## src/rtl/core_pkg.sv

```systemverilog
// Shared constants and EX-register layout for the 5-stage integer core.
package core_pkg;

   localparam int unsigned XLEN  = 32;
   localparam int unsigned REG_W = 5;

   localparam logic [1:0] FWD_RF  = 2'b00;
   localparam logic [1:0] FWD_EX  = 2'b10;
   localparam logic [1:0] FWD_MEM = 2'b01;

   typedef struct packed {
      logic             valid;
      logic             wren;
      logic             is_load;
      logic [REG_W-1:0] rd;
      logic [XLEN-1:0]  op_a;
      logic [XLEN-1:0]  op_b;
      logic [XLEN-1:0]  store_data;
   } id_ex_t;

endpackage

```

## src/rtl/operand_mux.sv

```systemverilog
// Forwarding operand select: regfile, EX result or MEM result by 2-bit code.
module operand_mux
   import core_pkg::*;
#(
   parameter int unsigned W = core_pkg::XLEN
) (
   input  logic [1:0]   code,
   input  logic [W-1:0] rf_data,
   input  logic [W-1:0] ex_data,
   input  logic [W-1:0] mem_data,
   output logic [W-1:0] sel
);

   // The illegal code 11 falls to the EX value: the youngest producer wins.
   always_comb begin
      sel = ex_data;
      case (code)
         FWD_RF:  sel = rf_data;
         FWD_MEM: sel = mem_data;
         default: sel = ex_data;
      endcase
   end

endmodule

```

## src/rtl/id_ex_stage.sv

```systemverilog
// ID/EX pipeline register with operand forwarding and load-use bubble insertion.
// Optional load-use stall counter output enabled by `define ID_EX_STALL_CNT_EN.
module id_ex_stage
   import core_pkg::*;
#(
   parameter int unsigned XLEN  = core_pkg::XLEN,
   parameter int unsigned REG_W = core_pkg::REG_W
) (
   input  logic             clk,
   input  logic             rst_n,
   input  logic             id_valid,
   input  logic [REG_W-1:0] id_rs1,
   input  logic [REG_W-1:0] id_rs2,
   input  logic             id_use_rs1,
   input  logic             id_use_rs2,
   input  logic [REG_W-1:0] id_rd,
   input  logic             id_wren,
   input  logic             id_is_load,
   input  logic             id_alu_src_imm,
   input  logic [XLEN-1:0]  id_imm,
   input  logic [XLEN-1:0]  rf_rs1_data,
   input  logic [XLEN-1:0]  rf_rs2_data,
   input  logic [1:0]       fwd_a,
   input  logic [1:0]       fwd_b,
   input  logic [XLEN-1:0]  ex_fwd_data,
   input  logic [XLEN-1:0]  mem_fwd_data,
   input  logic             flush,
   input  logic             hold,
   output logic             stall_id,
   output logic             ex_valid,
   output logic             ex_wren,
   output logic             ex_is_load,
   output logic [REG_W-1:0] ex_rd,
   output logic [XLEN-1:0]  ex_op_a,
   output logic [XLEN-1:0]  ex_op_b,
   output logic [XLEN-1:0]  ex_store_data
`ifdef ID_EX_STALL_CNT_EN
   ,
   output logic [31:0]      lu_stall_count
`endif
);

   id_ex_t          r;
   id_ex_t          r_nxt;
   logic [XLEN-1:0] rs1_val;
   logic [XLEN-1:0] rs2_val;
   logic            lu;
   logic            lu_bubble;

   operand_mux #(.W(XLEN)) u_mux_a (
      .code     (fwd_a),
      .rf_data  (rf_rs1_data),
      .ex_data  (ex_fwd_data),
      .mem_data (mem_fwd_data),
      .sel      (rs1_val)
   );

   operand_mux #(.W(XLEN)) u_mux_b (
      .code     (fwd_b),
      .rf_data  (rf_rs2_data),
      .ex_data  (ex_fwd_data),
      .mem_data (mem_fwd_data),
      .sel      (rs2_val)
   );

   always_comb begin
      lu = id_valid & r.valid & r.is_load & r.wren & (r.rd != '0) &
           ((id_use_rs1 & (r.rd == id_rs1)) | (id_use_rs2 & (r.rd == id_rs2)));
      stall_id  = (hold | lu) & ~flush;
      lu_bubble = lu & ~hold & ~flush;
   end

   always_comb begin
      r_nxt = r;
      if (flush) begin
         r_nxt = '0;
      end else if (hold) begin
         r_nxt = r;
      end else if (lu) begin
         r_nxt = '0;
      end else begin
         r_nxt.valid      = id_valid;
         r_nxt.wren       = id_wren & id_valid;
         r_nxt.is_load    = id_is_load;
         r_nxt.rd         = id_rd;
         r_nxt.op_a       = rs1_val;
         r_nxt.op_b       = id_alu_src_imm ? id_imm : rs2_val;
         r_nxt.store_data = rs2_val;
      end
   end

   always_ff @(posedge clk or negedge rst_n) begin
      if (!rst_n) r <= '0;
      else        r <= r_nxt;
   end

   assign ex_valid      = r.valid;
   assign ex_wren       = r.wren;
   assign ex_is_load    = r.is_load;
   assign ex_rd         = r.rd;
   assign ex_op_a       = r.op_a;
   assign ex_op_b       = r.op_b;
   assign ex_store_data = r.store_data;

`ifdef ID_EX_STALL_CNT_EN
   always_ff @(posedge clk or negedge rst_n) begin
      if (!rst_n)         lu_stall_count <= '0;
      else if (lu_bubble) lu_stall_count <= lu_stall_count + 32'd1;
   end
`else
   logic unused_lu_bubble;
   assign unused_lu_bubble = lu_bubble;
`endif

endmodule

```

## config.mk

```make
export PLATFORM = sky130hd
export DESIGN_NAME = id_ex_stage
export DESIGN_NICKNAME = d
export VERILOG_FILES = /design/src/rtl/core_pkg.sv /design/src/rtl/operand_mux.sv /design/src/rtl/id_ex_stage.sv
export SDC_FILE = /design/constraint.sdc
export NUM_CORES = 1
export LEC_CHECK = 0
export CORE_MARGIN = 1
export CORE_UTILIZATION = 44
export CTS_CLUSTER_SIZE = 12
export DETAILED_ROUTE_END_ITERATION = 16
export PLACE_DENSITY = 0.9
export SETUP_SLACK_MARGIN = 0.3
export SLEW_MARGIN = 20
export SYNTH_ARGS = -nofsm -noshare
export SYNTH_HDL_FRONTEND = slang
export SYNTH_SLANG_ARGS = --single-unit
```

## constraint.sdc

```tcl
create_clock -name clk -period 6.4 [get_ports clk]
set_input_delay 1.28 -clock clk [delete_from_list [all_inputs] [get_ports clk]]
set_output_delay 1.28 -clock clk [all_outputs]
set_load 0.01 [all_outputs]
```

* Yosys cells after proc, flatten, opt, wreduce, memory -nomap -nowiden
Index checks and enable logic that the tools add are counted.
** Word-level totals
- Register bits :: 104
- Input port bits :: 189
- Logic and storage cells :: 33
** Operators by class
- Eq/ne operators :: 5
- Multiplexer cells :: 6
- Bitwise gates (word level) :: 12
- Reduce and logical (&&, ||, !) cells :: 3
** Operator list (count)
- 2-to-1 mux 104 bit :: 3
- case mux 32 bit (2 select lines) :: 2
- 2-to-1 mux 32 bit :: 1
- equality test 5 bit :: 2
- bitwise AND 1 bit :: 9
- nonzero test 5 bit :: 1
- equality test 2 x 1 -> 1 bit (second input constant) :: 2
- logical NOT 2 bit :: 2
- inequality test 2 bit (second input constant) :: 1
- bitwise OR 1 bit :: 2
- inverter 1 bit :: 1

* Depth between registers and ports, before layout
Gate-level depths: netlist (run 1).
- Word-level depth :: 8
- Mapped depth :: 8

* Cells and area by module
A second synthesis (run 1) with hierarchy kept.
** Unflattened totals
- Cells, all modules :: 595
- Area total of the unflattened synthesis :: 6180.9 um2
** Modules (own cells, without submodules)
- id_ex_stage :: times used 1, cells each 381, area each 4752.1 um2
- operand_mux :: times used 2, cells each 107, area each 714.4 um2

* Worst setup path before layout (run 1)
Ideal clock, no wire load.
- Path kind :: in2out
- Start :: input id_rs1[3]
- End :: output stall_id
- Arrival time :: 2.744 ns
- Data required time :: 5.120 ns
- Path slack :: 2.376 ns
- Stages on the path :: 8
- Cell sequence :: xor2_1 > nor4_2 > a32oi_1 > or2_1 > buf_6 > buf_6 > buf_6 > a21oi_1
** Between the ends
- Cells in the longest elaborated chain, start to end :: 6
** RTL lines
- from (decl) :: line id_ex_stage.sv:12 : input logic [REG_W-1:0] id_rs1,
- equality test 5 bit :: line id_ex_stage.sv:68 : ((id_use_rs1 & (r.rd == id_rs1)) | (id_use_rs2 & (r.rd == id_rs2)));
- bitwise AND 1 bit :: line id_ex_stage.sv:68
- bitwise OR 1 bit :: line id_ex_stage.sv:68
- bitwise AND 1 bit :: line id_ex_stage.sv:67 : lu = id_valid & r.valid & r.is_load & r.wren & (r.rd != '0) &
- bitwise OR 1 bit :: line id_ex_stage.sv:69 : stall_id = (hold | lu) & ~flush;
- bitwise AND 1 bit :: line id_ex_stage.sv:69
- to (decl) :: line id_ex_stage.sv:29 : output logic stall_id,
No other way between the ends.

* Worst setup path in the final report (run 1)
Same ends and word-level chain as after synthesis.

==> results of run 1 <==
-- kinds of logic (layout without fill, tap and decap cells) --
family	Yosys count	in the layout	share of synthesized area, %
xor gates and xnor gates	10	10	1.515
AOI/OAI and AO/OA	145	145	21.42
muxes	128	128	24.23
and+or+nand+nor	48	48	3.548
DFF	104	104	45.00
buffers and inverters	57	314	4.284
-- worst max-delay path by stage --
stage / startpoint / to / slack [ps] / cells after the start
final: id_rs1[3] / stall_id / 1610 / 7
after global routing: id_rs1[3] / stall_id / 1570 / 7
after CTS: id_rs1[3] / stall_id / 1620 / 7
after detailed placement: id_rs1[3] / stall_id / 1650 / 7
after global placement: id_rs1[3] / stall_id / 1770 / 7
after floorplan: id_rs1[3] / stall_id / 2380 / 8
-- power breakdown --
group | switching, mW | internal [mW]
Clock | 0.234 | 0.324
Sequential | 0.0272 | 0.700
Combinational | 0.184 | 0.273
Total | 0.446 | 1.30
-- state kept, by name, summed over array words and instances (netlist names) --
name / count
ex_is_load: 1
ex_op_a: 32
ex_op_b: 32
ex_rd: 5
ex_store_data: 32
ex_valid: 1
ex_wren: 1
-- placed cells by master, fill, tap and decap left out, drive strengths merged --
| master | Yosys | layout |
|---|---|---|
| a41o | 1 | 1 |
| clkinv | 1 | 3 |
| xnor2 | 2 | 2 |
| mux2 | 96 | 96 |
| nand2 | 39 | 39 |
| clkbuf | 38 | 13 |
| and2 | 1 | 1 |
| clkdlybuf4s50 | 0 | 287 |
| buf | 18 | 10 |
| a32o | 97 | 97 |
| nor2 | 3 | 3 |
| dfrtp | 104 | 104 |
| nor4 | 2 | 2 |
| or4 | 1 | 1 |
| o211ai | 6 | 6 |
| o21ai | 33 | 33 |
| and4 | 1 | 1 |
| a32oi | 1 | 1 |
| xor2 | 8 | 8 |
| a21oi | 7 | 7 |
| bufinv | 0 | 1 |
| or2 | 1 | 1 |
| mux2i | 32 | 32 |
-- layout make-up --
type                    instances  area (µm²)  share of cell area [%]
clock buffers                  13       260.3                   2.889
clock inverters                 3       40.04                  0.4445
inverters                       1       3.754                 0.04167
multi-input cells             331        2950                   32.75
flip-flops and latches        104        2603                   28.89
well taps                     172       215.2                   2.389
repair buffers                297        2935                   32.59
-- per-stage QoR --
stage	total power [mW]	worst slack, ps	util [%]	instances	hold slack [ps]
2_1_floorplan	0.9237	2376	-	492	532.4
3_3_place_gp	1.180	1770	68.44	905	474.8
3_5_place_dp	1.194	1653	68.44	905	480.3
4_1_cts	1.755	1619	70.80	921	494.9
5_1_grt	1.814	1569	70.80	921	499.8
6_report	1.743	1606	70.80	921	492.8
-- routing by layer --
| metal | vias up | track usage (%) | part of all wire, % |
|---|---|---|---|
| met5 | - | 0 | 0 |
| met4 | 0 | 16.71 | 4.5 |
| met3 | 64 | 9.756 | 9.9 |
| met2 | 319 | 49.15 | 48 |
| met1 | 2732 | 34.50 | 37 |
| li1 | 2431 | - | - |
-- worst register-to-register path, delay by kind of cell, from the launching register on --
family | cells | cell delay (ps)
compound gates | 2 | 970
xor+xnor | 1 | 220
buf+inv | 1 | 790
flops | 1 | 450
simple gates | 2 | 310
==> metrics.log, run 1 <==
INFO  metric drt_first_pass_iters = 5
INFO  metric totalNegativeSetupSlack = 0 ps
INFO  metric io_pins = roughly 290
INFO  metric whs_endpoint = ex_op_a[16]$_DFFE_PN0P_
INFO  metric cts_tree = yes
INFO  metric sequential_to_total_area_share_from_yosys_stat = 45.00%
INFO  metric cts.htree.levels = 3
INFO  metric antenna_cells = 0
INFO  metric worst_ep_required_time = 5120 ps
INFO  metric buffer_ports.inserted = 293
INFO  metric leakage = 3.639 nW
INFO  metric worst_slew_pin_slew = 1136 ps
INFO  metric die_area = 13610 µm²
INFO  metric yosysWarningCount = 0
INFO  metric syn_area = between 5000 and 6000 µm²
INFO  metric power_density = just under 200 nW/µm²
INFO  metric vias_per_cell = 6.022
INFO  metric yosys.cell_types.count = 25
INFO  metric synth_edf_count = 0
INFO  metric worst_ir_drop_vdd = around 0.17 mV
INFO  metric fin_crit = 4794 ps
INFO  metric height_of_the_die = 116.6 µm
INFO  metric remaining_drc_errors = 0
INFO  metric finalNetCount = 933
INFO  metric dr_total_vias = around 5.5k
INFO  metric hold-path-cell-count = 1
INFO  metric beginning_of_the_worst_register_to_register_path = ex_rd[3]$_DFFE_PN0P_
INFO  metric grt_pass1_vias = 5712
INFO  metric critical_path_startpoint_category = input pin
INFO  metric fin_worst_skew = 4.462 ps
INFO  metric clk_pin_slew_worst_paths = about 60 ps
INFO  metric worst-r2r-setup-slack = 3590 ps
INFO  metric overflow = 0
INFO  metric cts_setup_buffers = 0
INFO  metric grt_start_max_net_pins = slightly below 100
INFO  metric timing.rr.end = ex_op_a[22]$_DFFE_PN0P_
INFO  metric worstRegToRegCells = 6
INFO  metric run_status = finished, final reports clean
INFO  metric antenna_found_initial = 0
INFO  metric cell_types_with_the_largest_area_share_after_synthesis = dfrtp_1 45%, mux2_2 19%, a32o_1 17%
INFO  metric drtIter0Drc = 498
INFO  metric report.final.slew_viol_count = 0
INFO  metric cts_hold_buf = 0
INFO  metric async_reset_ff_share = 100.0%
INFO  metric synth.largest_area_cell = dfrtp_1
INFO  metric ys_dominant_reg_cell = dfrtp_1
INFO  metric hold_viol = 0
INFO  metric dpl_cell_area = 8707 µm²
INFO  metric dp_wirelength = 14.54 mm
INFO  metric initial_core_util = 45.46%
INFO  metric maxCapViolCount = 0
INFO  metric grt_setup_unrepaired = no
INFO  metric critical_path.n_buffers_inverters = 2
INFO  metric final_layout_size_suffix_gt1_share = 16.69%
INFO  metric post_synth.cell_area_avg = roughly 12 µm²
INFO  metric cts_num_sinks = 104
INFO  metric avgRoutedWirePerCell = 22.22 µm
INFO  metric worst_setup_path_end_kind = output port
INFO  metric final_area = approximately 9000 µm²
INFO  metric cts_resized = 0
INFO  metric netlist_instances = 492
INFO  metric netlist_top_cells_count = 104 x dfrtp_1, 97 x a32o_1, 96 x mux2_2
INFO  metric timing.hold.worst.class = reg -> reg
INFO  metric report.final.setup_viol = 0
INFO  metric yosys.area.top_type_share = approximately 45%
INFO  metric clk_root_buffer_cell = clkbuf_16
INFO  metric cp_common_cell = clkdlybuf4s50_1
INFO  metric crit_type = in -> out
INFO  metric grt_first_pass_wirelength = 30.67 mm
INFO  metric worst_hold_start = ex_op_a[16]$_DFFE_PN0P_
INFO  metric layout_worst_path_cycle_share = between 70% and 80%
INFO  metric cp_cell_sequence = clkdlybuf4s50_1 > xor2_1 > nor4_2 > a32oi_1 > or2_4 > a21oi_1 > clkdlybuf4s50_1
INFO  metric placement_rows = 41
INFO  metric grt.total_usage = 29.91%
INFO  metric cp_data_arrival_time = ~3500 ps
INFO  metric total_cts_buffers = 9
INFO  metric clock_latency = 340 ps
INFO  metric routabilityCongestion = 0.8783
INFO  metric layout.filler_cells = between 900 and 1k
INFO  metric ys_seq_elements = roughly 100
INFO  metric areaGrowthSynthToFinish = 55.76%
INFO  metric total_detailed_routing_wirelength = 20.47 mm
INFO  metric worst_path_largest_cell_delay = a little under 600 ps
INFO  metric floorplan.core_area = 12720 µm²
INFO  metric path_delay_family = buffers and inverters
INFO  metric synth_fp_nets = a little under 700
INFO  metric cts_max_path_buffers = 2
INFO  metric max_freq = around 0.21 GHz
INFO  metric critPathMaxFanout = 7
INFO  metric die_w = approximately 120 µm
INFO  metric slew_headroom = roughly a quarter
INFO  metric remaining_number_of_nets_flagged_by_the_antenna_check_after_routing = 0
INFO  metric cp_slowest_cell = clkdlybuf4s50_1
INFO  metric synth.most_common_cell = dfrtp_1
No activity file was read; power rests on OpenSTA's default activity.
==> run 2, diff against run 1 <==
Settings changed: CORE_UTILIZATION 44 to 37, PLACE_DENSITY 0.9 to 0.81.
Clock period 6.4 ns to 4 ns, I/O delays scaled along.
==> metrics.log, run 2 (synthesis results as in run 1) <==
INFO  metric run_status = finished, final reports clean
INFO  metric clock_latency = 340 ps (about the same)
INFO  metric timing.hold.worst.class = reg -> reg
INFO  metric critPathMaxFanout = 4 (-3)
INFO  metric areaGrowthSynthToFinish = 56.97%
INFO  metric overflow = 0 (unchanged)
INFO  metric hold-path-cell-count = 1 (unchanged)
INFO  metric cts_hold_buf = 0 (unchanged)
INFO  metric antenna_cells = 0 (unchanged)
INFO  metric clk_pin_slew_worst_paths = 70 ps (about the same)
INFO  metric placement_rows = 45 (+9.8%)
INFO  metric hold_viol = 0 (unchanged)
INFO  metric grt_first_pass_wirelength = 31.25 mm (+1.9%)
INFO  metric whs = 493.5 ps (+0.7120 ps)
INFO  metric antenna_found_initial = 1 (+1)
INFO  metric height_of_the_die = 127.0 µm (+8.9%)
INFO  metric worst_slew_pin_slew = 1127 ps (-9.004 ps)
INFO  metric worst_ep_required_time = 3200 ps (-1920 ps)
INFO  metric final_layout_size_suffix_gt1_share = 17.86% (+1.2 points)
INFO  metric floorplan.core_area = 15200 µm² (+19%)
INFO  metric worst_setup_path_end_kind = output port
INFO  metric remaining_number_of_nets_flagged_by_the_antenna_check_after_routing = 0 (unchanged)
INFO  metric max_freq = 0.3088 GHz
INFO  metric clk_root_buffer_cell = clkbuf_16
INFO  metric buffer_ports.inserted = 293 (unchanged)
INFO  metric totalNegativeSetupSlack = 0 ps (unchanged)
INFO  metric grt.total_usage = 25.20% (-4.7 points)
INFO  metric critical_path_startpoint_category = input pin
INFO  metric dp_wirelength = 14.63 mm (+0.61%)
INFO  metric avgRoutedWirePerCell = 21.72 µm (-2.3%)
INFO  metric cts_tree = yes
INFO  metric fin_crit = roughly 3200 ps
INFO  metric drtIter0Drc = 288 (-42%)
INFO  metric final_cell_mix = 286 x clkdlybuf4s50_1, 104 x dfrtp_1, 97 x a32o_1
INFO  metric io_pins = 294 (unchanged)
INFO  metric layout_worst_path_cycle_share = 80.96%
INFO  metric vias_per_cell = 5.720 (-5.0%)
INFO  metric cts_max_path_buffers = 2 (unchanged)
INFO  metric power_density = 303.0 nW/µm² (+57%)
INFO  metric report.final.setup_viol = 0 (unchanged)
INFO  metric fin_worst_skew = 5.082 ps (+0.6200 ps)
INFO  metric grt_pass1_vias = 5666 (-0.81%)
INFO  metric maxCapViolCount = 0 (unchanged)
INFO  metric report.final.slew_viol_count = 0 (unchanged)
INFO  metric remaining_drc_errors = 0 (unchanged)
INFO  metric leakage = 3.678 nW (+1.1%)
INFO  metric slew_headroom = 24.84% (+0.78 points)
INFO  metric grt_setup_unrepaired = no
INFO  metric dr_total_vias = 5400 (-2.6%)
INFO  metric mostFrequentLayoutCell = clkdlybuf4s50_1
INFO  metric worst_ir_drop_vdd = 0.2577 mV (+55%)
INFO  metric drt_first_pass_iters = 5 (unchanged)
INFO  metric grt_start_max_net_pins = 99 (unchanged)
INFO  metric cts_num_sinks = 104 (unchanged)
INFO  metric die_w = 127.0 µm (+8.9%)
INFO  metric cts.htree.levels = 3 (unchanged)
INFO  metric routabilityCongestion = 0.8552 (-2.6%)
INFO  metric worstRegToRegCells = 5 (-1)
INFO  metric crit_type = in -> out
INFO  metric finalNetCount = 940 (+0.75%)
INFO  metric total_cts_buffers = 9 (unchanged)
INFO  metric cp_data_arrival_time = 2440 ps (-1070 ps)
INFO  metric die_area = 16130 µm² (+19%)
INFO  metric total_detailed_routing_wirelength = 20.50 mm (+0.16%)
INFO  metric initial_core_util = 38.04% (-7.4 points)
==> run 2: changes by cell type in the layout (fill, tap and decap cells not counted), sizes merged <==
cell	before	now
buf	10	17
clkbuf	13	9
inv	0	3
bufinv	1	0
clkdlybuf4s50	287	286
clkinv	3	4
clkinvlp	0	1
dlymetal6s2s	0	1
==> run 2: path summary, 6_finish.rpt <==
check,start,endpoint,slack (ps)
max,id_rs2[0],stall_id,760
min,ex_store_data[15]$_DFFE_PN0P_,ex_store_data[15]$_DFFE_PN0P_,490
max reg2reg,ex_rd[1]$_DFFE_PN0P_,ex_store_data[2]$_DFFE_PN0P_,1290
min reg2reg,ex_store_data[15]$_DFFE_PN0P_,ex_store_data[15]$_DFFE_PN0P_,490
max in group asynchronous,rst_n,ex_rd[4]$_DFFE_PN0P_,2480
min in group asynchronous,rst_n,ex_op_b[9]$_DFFE_PN0P_,600
==> run 2: report_power, final <==
part | switching (mW) | internal, mW
combinational | 0.296 | 0.440
sequential | 0.0428 | 1.12
clock | 0.418 | 0.435
==> run 2: layout make-up <==
cell class | count | area (µm²)
Clock buffer | 9 | 225.2
Clock inverter | 7 | 62.56
Fill cell | 1229 | 6125
Inverter | 1 | 3.754
Multi-Input combinational cell | 331 | 2958
Sequential cell | 104 | 2603
Tap cell | 188 | 235.2
Timing Repair Buffer | 304 | 2990
==> run 2: metal layers <==
layer  share of wire [%]  track usage [%]
met5               0.054                0
met2                  50            44.34
met3                 8.3            7.454
met4                 2.6            9.314
met1                  39            28.97
==> run 2: repair_timing <==
item	4_1_cts	5_1_grt
setup endpoints to repair	1	1
gates resized for setup	1	1
pin swaps	0	2
buffers inserted	0	4
==> run 2: through the flow <==
step	setup WS [ps]	total power [mW]	util [%]	area, µm²	cells
floorplan	935.9	1.478	-	5783	492
global placement	340.5	1.898	57.56	8750	924
detailed placement	286.0	1.915	57.56	8750	924
CTS	319.6	2.778	59.50	9045	940
global route	636.8	2.874	59.71	9077	944
finish	761.6	2.751	59.71	9077	944
==> run 2: critical path, stage by stage <==
cell,delay [ps]
clkdlybuf4s50_1,430
xor2_1,160
nor4_1,330
a32oi_2,140
or2_4,270
a21oi_1,130
dlymetal6s2s_1,180
==> variant 1 (settings of run 2) <==
The option `ID_EX_STALL_CNT_EN` is turned on by a define.
--- a/src/rtl/id_ex_stage.sv
+++ b/src/rtl/id_ex_stage.sv
@@ -1,5 +1,7 @@
 // ID/EX pipeline register with operand forwarding and load-use bubble insertion.
 // Optional load-use stall counter output enabled by `define ID_EX_STALL_CNT_EN.
+`define ID_EX_STALL_CNT_EN
+
 module id_ex_stage
    import core_pkg::*;
 #(
Function (old outputs only; new: lu_stall_count): kept (Yosys induction, for registers that start in step).
==> variant 1 against run 2 <==
- area after synthesis rose by 25%
- power rose by 44%
- sequential cell count rose by 32
- register-to-register slack improved by 0.45 ns
- clock power rose by 110%
- setup slack got worse by 0.11 ns
- routed wire length rose by 22%
- cell area rose by 25%
- critical endpoint unchanged
- highest routed layer unchanged
==> variant 1: results (changes against run 2) <==
\begin{tabular}{lr}
\hline
Metric & Value \\
\hline
\multicolumn{2}{l}{\textbf{Outcome}} \\
Status & complete, no violations \\
\multicolumn{2}{l}{\textbf{Finish}} \\
NumNets Final & 1267 (+35\%) \\
Share of layout cells above drive strength 1 & 7.16\% (-11 points) \\
Layout filler cell count & 1637 (+33\%) \\
\multicolumn{2}{l}{\textbf{Drt}} \\
Drt first-iter violations & 359 (+25\%) \\
Detailed-routed wire length on met2 & 11900 um (+15\%) \\
Met3 wire length & 2490 um (+47\%) \\
Average vias per placed instance & 5.28 (-7.7\%) \\
\multicolumn{2}{l}{\textbf{GRT}} \\
Via count of the first global-routing pass & 7078 (+25\%) \\
Total routing resource utilization after global routing & 25.2\% (-0.041 points) \\
Met1 usage & 30.8\% (+1.9 points) \\
Wire length of the first global-routing pass & 38700 um (+24\%) \\
Antenna violations before repair & 3 (+2) \\
\multicolumn{2}{l}{\textbf{Clock network}} \\
Number of H-tree levels & 4 (+1) \\
\multicolumn{2}{l}{\textbf{Placed design}} \\
Port Buf Inserts & 325 (+11\%) \\
Dpl hpwl & 17400 um (+19\%) \\
Placed insts & 1317 (+43\%) \\
\multicolumn{2}{l}{\textbf{Timing}} \\
Largest clock skew in the final design & 0.00671 ns (+0.00162 ns) \\
\multicolumn{2}{l}{\textbf{Setup path}} \\
Reg2reg start & ex\_rd[2] \\
Worst Path Arrival & 2.55 ns (+0.11 ns) \\
Worst R2R Setup Slack & 1.74 ns (+0.45 ns) \\
\multicolumn{2}{l}{\textbf{Power}} \\
Cell-internal power & 0.00296 W (+49\%) \\
IR Drop Worst-Case VDD & 295 uV (+14\%) \\
\multicolumn{2}{l}{\textbf{Yosys}} \\
Most numerous cell types in the synthesized netlist & sky130\_fd\_sc\_hd\_\_dfrtp\_1, sky130\_fd\_sc\_hd\_\_nand2\_1, sky130\_fd\_sc\_hd\_\_o21ai\_0, sky130\_fd\_sc\_hd\_\_a21oi\_1, sky130\_fd\_sc\_hd\_\_nor2b\_1 \\
Adder-cell share of the synthesized area & 0.174\% (+0.17 points) \\
Distinct cell type count after synthesis & 45 (+80\%) \\
\hline
\end{tabular}
[variant 1: cell count changes after synthesis, moves of 12 or more]
cell,delta
sky130_fd_sc_hd__nor3_1,+41
sky130_fd_sc_hd__o31ai_1,+29
sky130_fd_sc_hd__o21ai_0,+34
sky130_fd_sc_hd__dfrtp_1,+32
sky130_fd_sc_hd__nor2b_1,+59
sky130_fd_sc_hd__mux2_2,-91
sky130_fd_sc_hd__nand2_1,+68
sky130_fd_sc_hd__a211oi_1,+29
sky130_fd_sc_hd__a21oi_1,+58
sky130_fd_sc_hd__xnor2_1,+12
sky130_fd_sc_hd__nor2_1,+36
sky130_fd_sc_hd__a32o_1,-96
sky130_fd_sc_hd__xor2_1,+19
[variant 1: logic make-up (layout without fill, tap and decap cells)]
group | count (synthesis) | in the layout
AOI/OAI and AO/OA | 203 | 203
xor gates and xnor gates | 41 | 41
muxes | 40 | 40
adders and majority gates | 1 | 1
other | 0 | 2
and+or+nand+nor | 296 | 296
DFF | 136 | 136
buffers and inverters | 63 | 373
[variant 1: how the worst min path moves through the flow]
stage	endpoint	slack [ns]	cells past startpoint
final	ex_wren	0.44	1
after floorplan	ex_is_load	0.50	0
after global routing	lu_stall_count[31]	0.48	1
after detailed placement	ex_store_data[11]	0.47	2
after global placement	lu_stall_count[31]	0.46	1
after CTS	ex_wren	0.46	1
[variant 1: area by class of cell]
| cell class | instances | share of cell area, % |
|---|---|---|
| diodes | 2 | 0.0441 |
| repair buffers | 338 | 29.9 |
| clock buffers | 18 | 3.87 |
| well taps | 260 | 2.87 |
| inverters | 3 | 0.0993 |
| clock inverters | 14 | 1.94 |
| multi-input cells | 581 | 31.3 |
| flip-flops and latches | 136 | 30.0 |
==> variant 2 (flow settings as in run 2) <==
Made on the original files. `REG_W`: 5 -> 10.
--- a/src/rtl/core_pkg.sv
+++ b/src/rtl/core_pkg.sv
@@ -2,7 +2,7 @@
 package core_pkg;
 
    localparam int unsigned XLEN  = 32;
-   localparam int unsigned REG_W = 5;
+   localparam int unsigned REG_W = 10;
 
    localparam logic [1:0] FWD_RF  = 2'b00;
    localparam logic [1:0] FWD_EX  = 2'b10;
Interface: changed (resized ex_rd, id_rd, id_rs1 and id_rs2); port bits go from 294 to 314. No check against the original RTL was run, so the function may have changed too.
==> variant 2 against run 2 <==
- routed wire length increased by 4.9%
- non-clock buffer count increased by 22
- global-route usage increased by 0.45 points
- setup slack got worse by 0.25 ns
- cell area increased by 4.6%
- area after synthesis increased by 2.5%
- sequential cell count increased by 5
- highest routed layer is now met4
- power increased by 5.4%
- combinational power about the same
==> variant 2: results (changes against run 2) <==
\begin{tabular}{lr}
\hline
Metric & Value \\
\hline
\multicolumn{2}{l}{\textbf{Power}} \\
P\_leak & 3.88 nW (+5.6\%) \\
\multicolumn{2}{l}{\textbf{Placed design}} \\
Dpl hpwl & 15200 um (+3.9\%) \\
\multicolumn{2}{l}{\textbf{Drt}} \\
Detailed-routed wire length on met2 & 10500 um (+2.0\%) \\
Detailed Route WL & 21500 um (+4.9\%) \\
Count of vias placed by the detailed router & 6081 (+13\%) \\
Highest routed layer & met4 \\
Met3 wire length & 1850 um (+9.1\%) \\
Routed length on met1 & 8690 um (+9.6\%) \\
\multicolumn{2}{l}{\textbf{GRT}} \\
Via count of the first global-routing pass & 5778 (+2.0\%) \\
Total routing resource utilization after global routing & 25.7\% (+0.45 points) \\
Met1 usage & 32.2\% (+3.3 points) \\
Antenna violations before repair & 0 (-1) \\
Wire length of the first global-routing pass & 32200 um (+2.9\%) \\
Met2 Resource Use GR & 43.3\% (-1.0 points) \\
\multicolumn{2}{l}{\textbf{Min path}} \\
Worst hold path stage count & 2 (+1) \\
Hold Crit Endpoint & ex\_store\_data[25] \\
\multicolumn{2}{l}{\textbf{Timing}} \\
Largest clock skew in the final design & 0.00663 ns (+0.00155 ns) \\
Worst slew margin relative to its limit & 23.5\% (-1.3 points) \\
\multicolumn{2}{l}{\textbf{Setup path}} \\
Worst Path Arrival & 2.69 ns (+0.25 ns) \\
End of the worst register-to-register path & ex\_is\_load \\
Critical path's largest stage delay & 0.55 ns (+0.12 ns) \\
\multicolumn{2}{l}{\textbf{Outcome}} \\
Status & complete, no violations \\
\multicolumn{2}{l}{\textbf{Clock network}} \\
Total of cells resized after clock tree synthesis & 0 (-1) \\
\multicolumn{2}{l}{\textbf{Finish}} \\
Share of layout cells above drive strength 1 & 4.39\% (-13 points) \\
\multicolumn{2}{l}{\textbf{Yosys}} \\
Top cells by area in the synthesized netlist & sky130\_fd\_sc\_hd\_\_dfrtp\_1, sky130\_fd\_sc\_hd\_\_a32o\_1, sky130\_fd\_sc\_hd\_\_mux2i\_1 \\
\hline
\end{tabular}
-- variant 2: cells by family after synthesis --
| logic type | synth area share [%] |
|---|---|
| AO/OA/AOI/OAI | 25.5 |
| XOR/XNOR | 2.95 |
| buffers and inverters | 4.90 |
| flip-flops | 46.0 |
| multiplexers | 10.8 |
| AND/OR/NAND/NOR | 9.79 |
-- variant 2: cell type report --
type	count	area [um^2]	share of cell area, %
clock buffer	11	243	2.56
clock inverter	4	72.6	0.764
inverter	1	3.75	0.0395
multi-input combinational	438	2930	30.9
sequential	109	2730	28.7
tap	211	264	2.78
timing repair buffer	326	3250	34.3
-- variant 2: per-stage QoR --
step | instances | setup slack [ns] | instance area [um^2] | utilization (%) | hold WS [ns]
after global routing | 1100 | 0.400 | 9500 | 61.6 | 0.497
final | 1100 | 0.511 | 9500 | 61.6 | 0.477
after detailed placement | 1084 | 0.502 | 9160 | 59.4 | 0.465
after CTS | 1099 | 0.491 | 9480 | 61.4 | 0.480
after global placement | 1084 | 0.510 | 9160 | 59.4 | 0.459
after floorplan | 611 | 1.33 | 5930 | - | 0.504
-- variant 2: worst max path at each step --
stage	startpoint	to	depth (start not counted)
final	id_rs1[4]	stall_id	7
after global routing	id_rs1[4]	stall_id	7
after CTS	id_rs1[4]	stall_id	7
after detailed placement	id_rs1[4]	stall_id	7
after global placement	id_rs1[4]	stall_id	7
after floorplan	id_rs1[8]	stall_id	7
-- variant 2: worst min-delay path, delay by kind of cell, from the launching register on --
family,cells,cell delay (ns)
flops,1,0.34
simple gates,1,0.05
compound gates,1,0.05
